[config.mk]
export PLATFORM = sky130hd
export DESIGN_NAME = weverest_top
export DESIGN_NICKNAME = d
export VERILOG_FILES = /design/src/rtl/weverest_pkg.sv /design/src/rtl/weverest_sqrt_seg7.sv /design/src/rtl/weverest_top.sv
export SDC_FILE = /design/constraint.sdc
export NUM_CORES = 1
export LEC_CHECK = 0
export CORE_MARGIN = 2
export CORE_UTILIZATION = 54
export CTS_CLUSTER_DIAMETER = 30
export DETAILED_ROUTE_END_ITERATION = 8
export GPL_ROUTABILITY_DRIVEN = 1
export PLACE_DENSITY = 0.78
export RECOVER_POWER = 100
export SETUP_SLACK_MARGIN = 0.4
export SLEW_MARGIN = 20
export SYNTH_ARGS = -nofsm -noshare
export SYNTH_HDL_FRONTEND = slang
export SYNTH_SLANG_ARGS = --single-unit
[constraint.sdc]
create_clock -name io_in -period 2.4 [get_ports io_in]
set_input_delay 0.6 -clock io_in [delete_from_list [all_inputs] [get_ports io_in]]
set_output_delay 0.6 -clock io_in [all_outputs]
set_load 0.05 [all_outputs]
[src/rtl/weverest_pkg.sv]
// rtl/weverest_pkg.sv - shared types and constants for the square-root display block
package weverest_pkg;

  localparam int X_W = 6;
  localparam int R_W = 3;

  typedef enum logic [2:0] {
    LOAD    = 3'd0,
    ITER0   = 3'd1,
    ITER1   = 3'd2,
    ITER2   = 3'd3,
    PUBLISH = 3'd4
  } state_t;

  // Segment order is {g,f,e,d,c,b,a}; a lit segment is 1.
  localparam logic [6:0] SEG7 [0:7] = '{
    7'h3F, 7'h06, 7'h5B, 7'h4F, 7'h66, 7'h6D, 7'h7D, 7'h07
  };

endpackage

[src/rtl/weverest_sqrt_seg7.sv]
// rtl/weverest_sqrt_seg7.sv - combinational root digit to seven-segment decoder
module sqrt_seg7
  import weverest_pkg::*;
(
  input  logic [R_W-1:0] digit,
  output logic [6:0]     seg
);

  assign seg = SEG7[digit];

endmodule

[src/rtl/weverest_top.sv]
// rtl/weverest_top.sv - pad wrapper with a digit-by-digit integer square root engine
module weverest_top
  import weverest_pkg::*;
(
`ifdef USE_POWER_PINS
  inout  wire        vccd1,
  inout  wire        vssd1,
`endif
  input  logic [7:0] io_in,
  output logic [7:0] io_out
);

  logic           clk;
  logic           rst_n;
  logic [X_W-1:0] x;

  assign clk   = io_in[0];
  assign rst_n = io_in[1];
  assign x     = io_in[7:2];

  state_t state, state_nx;
  logic   do_load, do_iter, do_publish;

  logic [X_W-1:0] rad;
  logic [X_W-1:0] rem;
  logic [R_W-1:0] root;

  logic [X_W-1:0] rem_sh;
  logic [4:0]     trial;
  logic           fits;
  logic [6:0]     seg;

  always_ff @(posedge clk or negedge rst_n) begin
    if (!rst_n) state <= LOAD;
    else        state <= state_nx;
  end

  always_comb begin
    state_nx = LOAD;
    case (state)
      LOAD:    state_nx = ITER0;
      ITER0:   state_nx = ITER1;
      ITER1:   state_nx = ITER2;
      ITER2:   state_nx = PUBLISH;
      PUBLISH: state_nx = LOAD;
      default: state_nx = LOAD;
    endcase
  end

  always_comb begin
    do_load    = 1'b0;
    do_iter    = 1'b0;
    do_publish = 1'b0;
    case (state)
      LOAD:                do_load    = 1'b1;
      ITER0, ITER1, ITER2: do_iter    = 1'b1;
      PUBLISH:             do_publish = 1'b1;
      default:             do_load    = 1'b0;
    endcase
  end

  // rad shifts left each iteration so the next bit pair is always rad[5:4].
  assign rem_sh = (rem << 2) | {4'b0000, rad[5:4]};
  assign trial  = {root, 2'b01};
  assign fits   = rem_sh >= {1'b0, trial};

  always_ff @(posedge clk or negedge rst_n) begin
    if (!rst_n) begin
      rad  <= '0;
      rem  <= '0;
      root <= '0;
    end else if (do_load) begin
      rad  <= x;
      rem  <= '0;
      root <= '0;
    end else if (do_iter) begin
      rad <= {rad[3:0], 2'b00};
      if (fits) begin
        rem  <= rem_sh - {1'b0, trial};
        root <= {root[1:0], 1'b1};
      end else begin
        rem  <= rem_sh;
        root <= {root[1:0], 1'b0};
      end
    end
  end

  sqrt_seg7 u_seg (
    .digit (root),
    .seg   (seg)
  );

  always_ff @(posedge clk or negedge rst_n) begin
    if (!rst_n)          io_out <= 8'h00;
    else if (do_publish) io_out <= {1'b1, seg};
  end

endmodule

==> flow_results.org <==
** Run status
- Outcome :: finished, violations left
- The checks that failed: hold timing.

** Synth
- For this run, the leading register cell type out of synthesis is dfrtp_1.
- Largest cells by area after synthesis :: dfrtp_1, ha_1, nand2_1
- Of the post-synthesis cell area, the dominant cell type holds 0.4762.
- Synthesis produced a netlist whose cell count is 124.
- Number of unique standard cell types used by synthesis :: 31
- Sequential share of the synthesized area :: 0.4762
- Most used standard cell by instance count after synthesis :: dfrtp_1
- After synthesis the cells add up to 1261 um^2.
- The number of nets in the synthesized netlist is 143.
- By count the netlist is led by dfrtp_1, nand2_1, o21ai_0.
- Counting flops with a built-in enable in the synthesized netlist gives 0.
- Asr flop ratio synth :: 1.000
- Largest area contributor in the synthesized netlist :: dfrtp_1
- A synthesized cell averages between 10 and 15 um^2.
- YS warnings :: 0
- Number of synthesized register bits :: 24

** Cells and area
- Final-stage net count :: around 160
- Compared with the post-synthesis result, the final layout area differs by 13.10%.
- Ratio of cells with drive above 1 in the final layout :: 0.1087
- Final standard cell count with taps included and fillers excluded :: ~170
- The repair_antennas step left the layout with diodes totalling 0.

** Run
- Total of max-cap violations :: 0

** Global routing
- Largest net degree at the start of global routing :: 16
- Overall fraction of global-route tracks in use :: 0.2278
- Remaining global-route overflow :: 0
- The number of antenna violations at the first check in global routing was 0.
- The number of global-route vias before repair is 1109.
- The first global-routing pass estimated 4.291 mm of wire.

** STA
- Final clock period utilization by the worst path :: 0.8679
- Unrepaired setup endpoints after global routing :: false
- Highest attainable clock frequency :: 480.1 MHz
- Hold slack :: -0.1660 ns
- The final count of hold timing violations came to 30.
- Setup TNS after final layout :: 0 ns
- Slew at the pin closest to its max-slew limit :: 0.7264 ns
- Max Transition Viols Final :: 0
- Setup violations remaining at the end of the flow were counted as 0.
- Final worst clock skew :: 0.01453 ns
- Worst Slack Setup Final :: between 0.3 and 0.4 ns
- Subtracting the final worst setup slack from the clock period gives between 2 and 2.5 ns.
- Headroom to the max-slew limit came out at 0.5158.

** Floorplan
- Total die area :: 2738 um^2
- Die Y-Extent :: 52.33 um
- Number of top-level pins :: 16
- Cell row count :: 17
- For this configuration, the core starts out at a cell density of 0.5701.
- Core Area :: 2212 um^2
- X dimension of the die :: 52.33 um

** Power
- Power share of the sequential group :: 0.421
- Peak VDD IR :: 0.0005137 V
- Clock network power share :: 0.579
- Of the total power, combinational logic draws 0.
- P_leak :: around 0.7 nW
- Of the total power, the share spent switching nets is 0.3665.
- For this design the total switching power over the nets is ~0.36 mW.
- Pint :: 0.6154 mW
- In this run the power density over the cells is 681.0 nW/um^2.

** Critical path
- Kind of end point of the critical path :: flip-flop
- Along the worst path, the maximum fanout reaches 5.
- Origin of the worst setup path :: root[1]$_DFFE_PN0P_
- Setup slack of the most critical reg-to-reg path :: between 0.3 and 0.4 ns
- Crit path largest cell delay :: 0.47 ns
- Classification of the worst setup path :: reg2reg
- Data arrival time of the worst path :: 2.30 ns
- For the worst flop-to-flop path, the logic depth is 6.
- The worst register-to-register path begins at root[1]$_DFFE_PN0P_.
- For the worst setup path, the data required time is 2.62 ns.
- The slowest stage of the critical path is the dfrtp_2 cell.
- Ordered list of cells on the worst path :: inv_1 > ha_1 > a21o_1 > a211oi_1 > nand2_1 > a221o_1
- Endpoint of the worst-slack reg-to-reg timing path :: rem[2]$_DFFE_PN0P_
- STA classifies the critical path startpoint as a flip-flop.

** Drt
- Count of nets left with antenna violations after detail routing :: 0
- Total via count in the routed design :: 960
- Sum of routed wire length over all layers :: 2.555 mm
- Dividing the detail-routed wire length by the instance count gives 15.39 um.
- Number of remaining DRC errors :: 0
- The pre-antenna-repair detailed-routing pass consisted of 4 iterations.
- Starting DRC count in detailed routing :: 19
- Vias/cell :: 5.783

** Worst hold path
- Kind of path behind the tightest hold check :: clk2async

** CTS
- Clock-pin slew was measured on the worst setup and hold paths at 0.15 ns.
- Insertion delay of the later-clocked pin in the worst-skew pair :: around 0.33 ns
- TritonCTS built the clock tree.
- After clock tree synthesis, the flow added hold-fix buffers numbering 0.

** Placement
- Global placer's final weighted congestion :: 0.8223
- Before CTS, the worst setup slack after placement is 0.3932 ns.
- Post-Place Cells :: 156
- Post-detailed-placement half-perimeter wirelength :: approximately 1.8 mm
- Port buffer count :: 8
==> sequential cells by signal, summed over array words and instances, names as in the netlist <==
| signal | flops |
|---|---|
| rem | 4 |
| root | 3 |
| rad | 6 |
| state | 3 |
| io_out | 8 |
==> layout by cell type (no fill, tap or decap), types with 2 or more instances in the layout <==
master / instances
buf_4: 2
inv_1: 7
nor3_1: 2
a22o_1: 2
nand2_1: 20
a32o_1: 2
a21oi_1: 3
xnor2_1: 2
o21a_1: 2
dfrtp_2: 3
dlygate4sd2_1: 8
nand3_1: 2
clkbuf_1: 4
nor2_1: 8
clkbuf_4: 3
a21o_1: 3
dfrtp_1: 21
ha_1: 11
o21ai_0: 14
mux2i_1: 5
==> through the flow <==
stage | hold WS (ns) | power, mW | utilization | instance area [um^2]
CTS | -0.3419 | 1.048 | 0.6493 | 1436
detailed placement | -0.2956 | 0.4548 | 0.6154 | 1361
floorplan | -0.2956 | 0.4548 | - | 1261
global placement | -0.2956 | 0.4548 | 0.6154 | 1361
global route | -0.1235 | 1.057 | 0.6448 | 1426
finish | -0.1660 | 0.9714 | 0.6448 | 1426
==> layer usage <==
layer | wire length, um | vias to the layer above | share of wire | GRT usage
met5 | 0 | - | 0 | 0
li1 | - | 454 | - | -
met3 | 134 | 10 | 0.052 | 0.1171
met1 | 1045 | 464 | 0.41 | 0.2056
met2 | 1296 | 32 | 0.51 | 0.3438
met4 | 78 | 0 | 0.031 | 0.2479
==> layout make-up <==
cell class | instances | area (um^2)
Clock buffer | 6 | 33.78
Tap cell | 28 | 35.03
Fill cell | 210 | 785.8
Timing Repair Buffer | 11 | 88.84
Multi-Input combinational cell | 88 | 599.3
Sequential cell | 24 | 604.3
Clock inverter | 2 | 38.79
Inverter | 7 | 26.28
==> worst max-delay path, delay by kind of cell (launching register included) <==
kind            cells  cell delay (ns)
compound gates      3             0.91
simple gates        1             0.17
fa+ha+maj           1             0.29
buf+inv             1             0.14
flops               1             0.47
==> repair_timing <==
item | in CTS | in global routing
gates cloned | 0 | 0
pin swaps | 0 | 1
gates resized for setup | 9 | 2
buffers inserted | 0 | 2
setup endpoints to repair | 9 | 5
==> power groups by stage <==
| stage | logic (mW) | registers (mW) | clock network [mW] |
|---|---|---|---|
| after floorplan | 0.000000253 | 0.420 | 0.0348 |
| after global placement | 0.000000266 | 0.420 | 0.0348 |
| after global routing | 0.000000311 | 0.409 | 0.647 |
| final | 0.000000311 | 0.409 | 0.562 |
| after detailed placement | 0.000000266 | 0.420 | 0.0348 |
| after CTS | 0.000000305 | 0.409 | 0.639 |
==> kinds of logic after synthesis <==
logic type | count (synthesis) | share of synthesized area
buf+inv | 12 | 0.03869
flops | 24 | 0.4762
fa+ha+maj | 11 | 0.1091
xor+xnor | 3 | 0.02084
mux | 5 | 0.03968
simple gates | 35 | 0.1240
compound gates | 34 | 0.1915
==> worst max path at each step <==
stage / cells past startpoint / endpoint / slack [ns]
after floorplan: 6 / rem[2]$_DFFE_PN0P_ / 0.60
after global placement: 6 / rem[2]$_DFFE_PN0P_ / 0.54
after detailed placement: 6 / rem[2]$_DFFE_PN0P_ / 0.39
after CTS: 6 / rem[2]$_DFFE_PN0P_ / 0.43
after global routing: 6 / rem[2]$_DFFE_PN0P_ / 0.24
final: 6 / rem[2]$_DFFE_PN0P_ / 0.32
No activity file was read; power rests on OpenSTA's default activity.
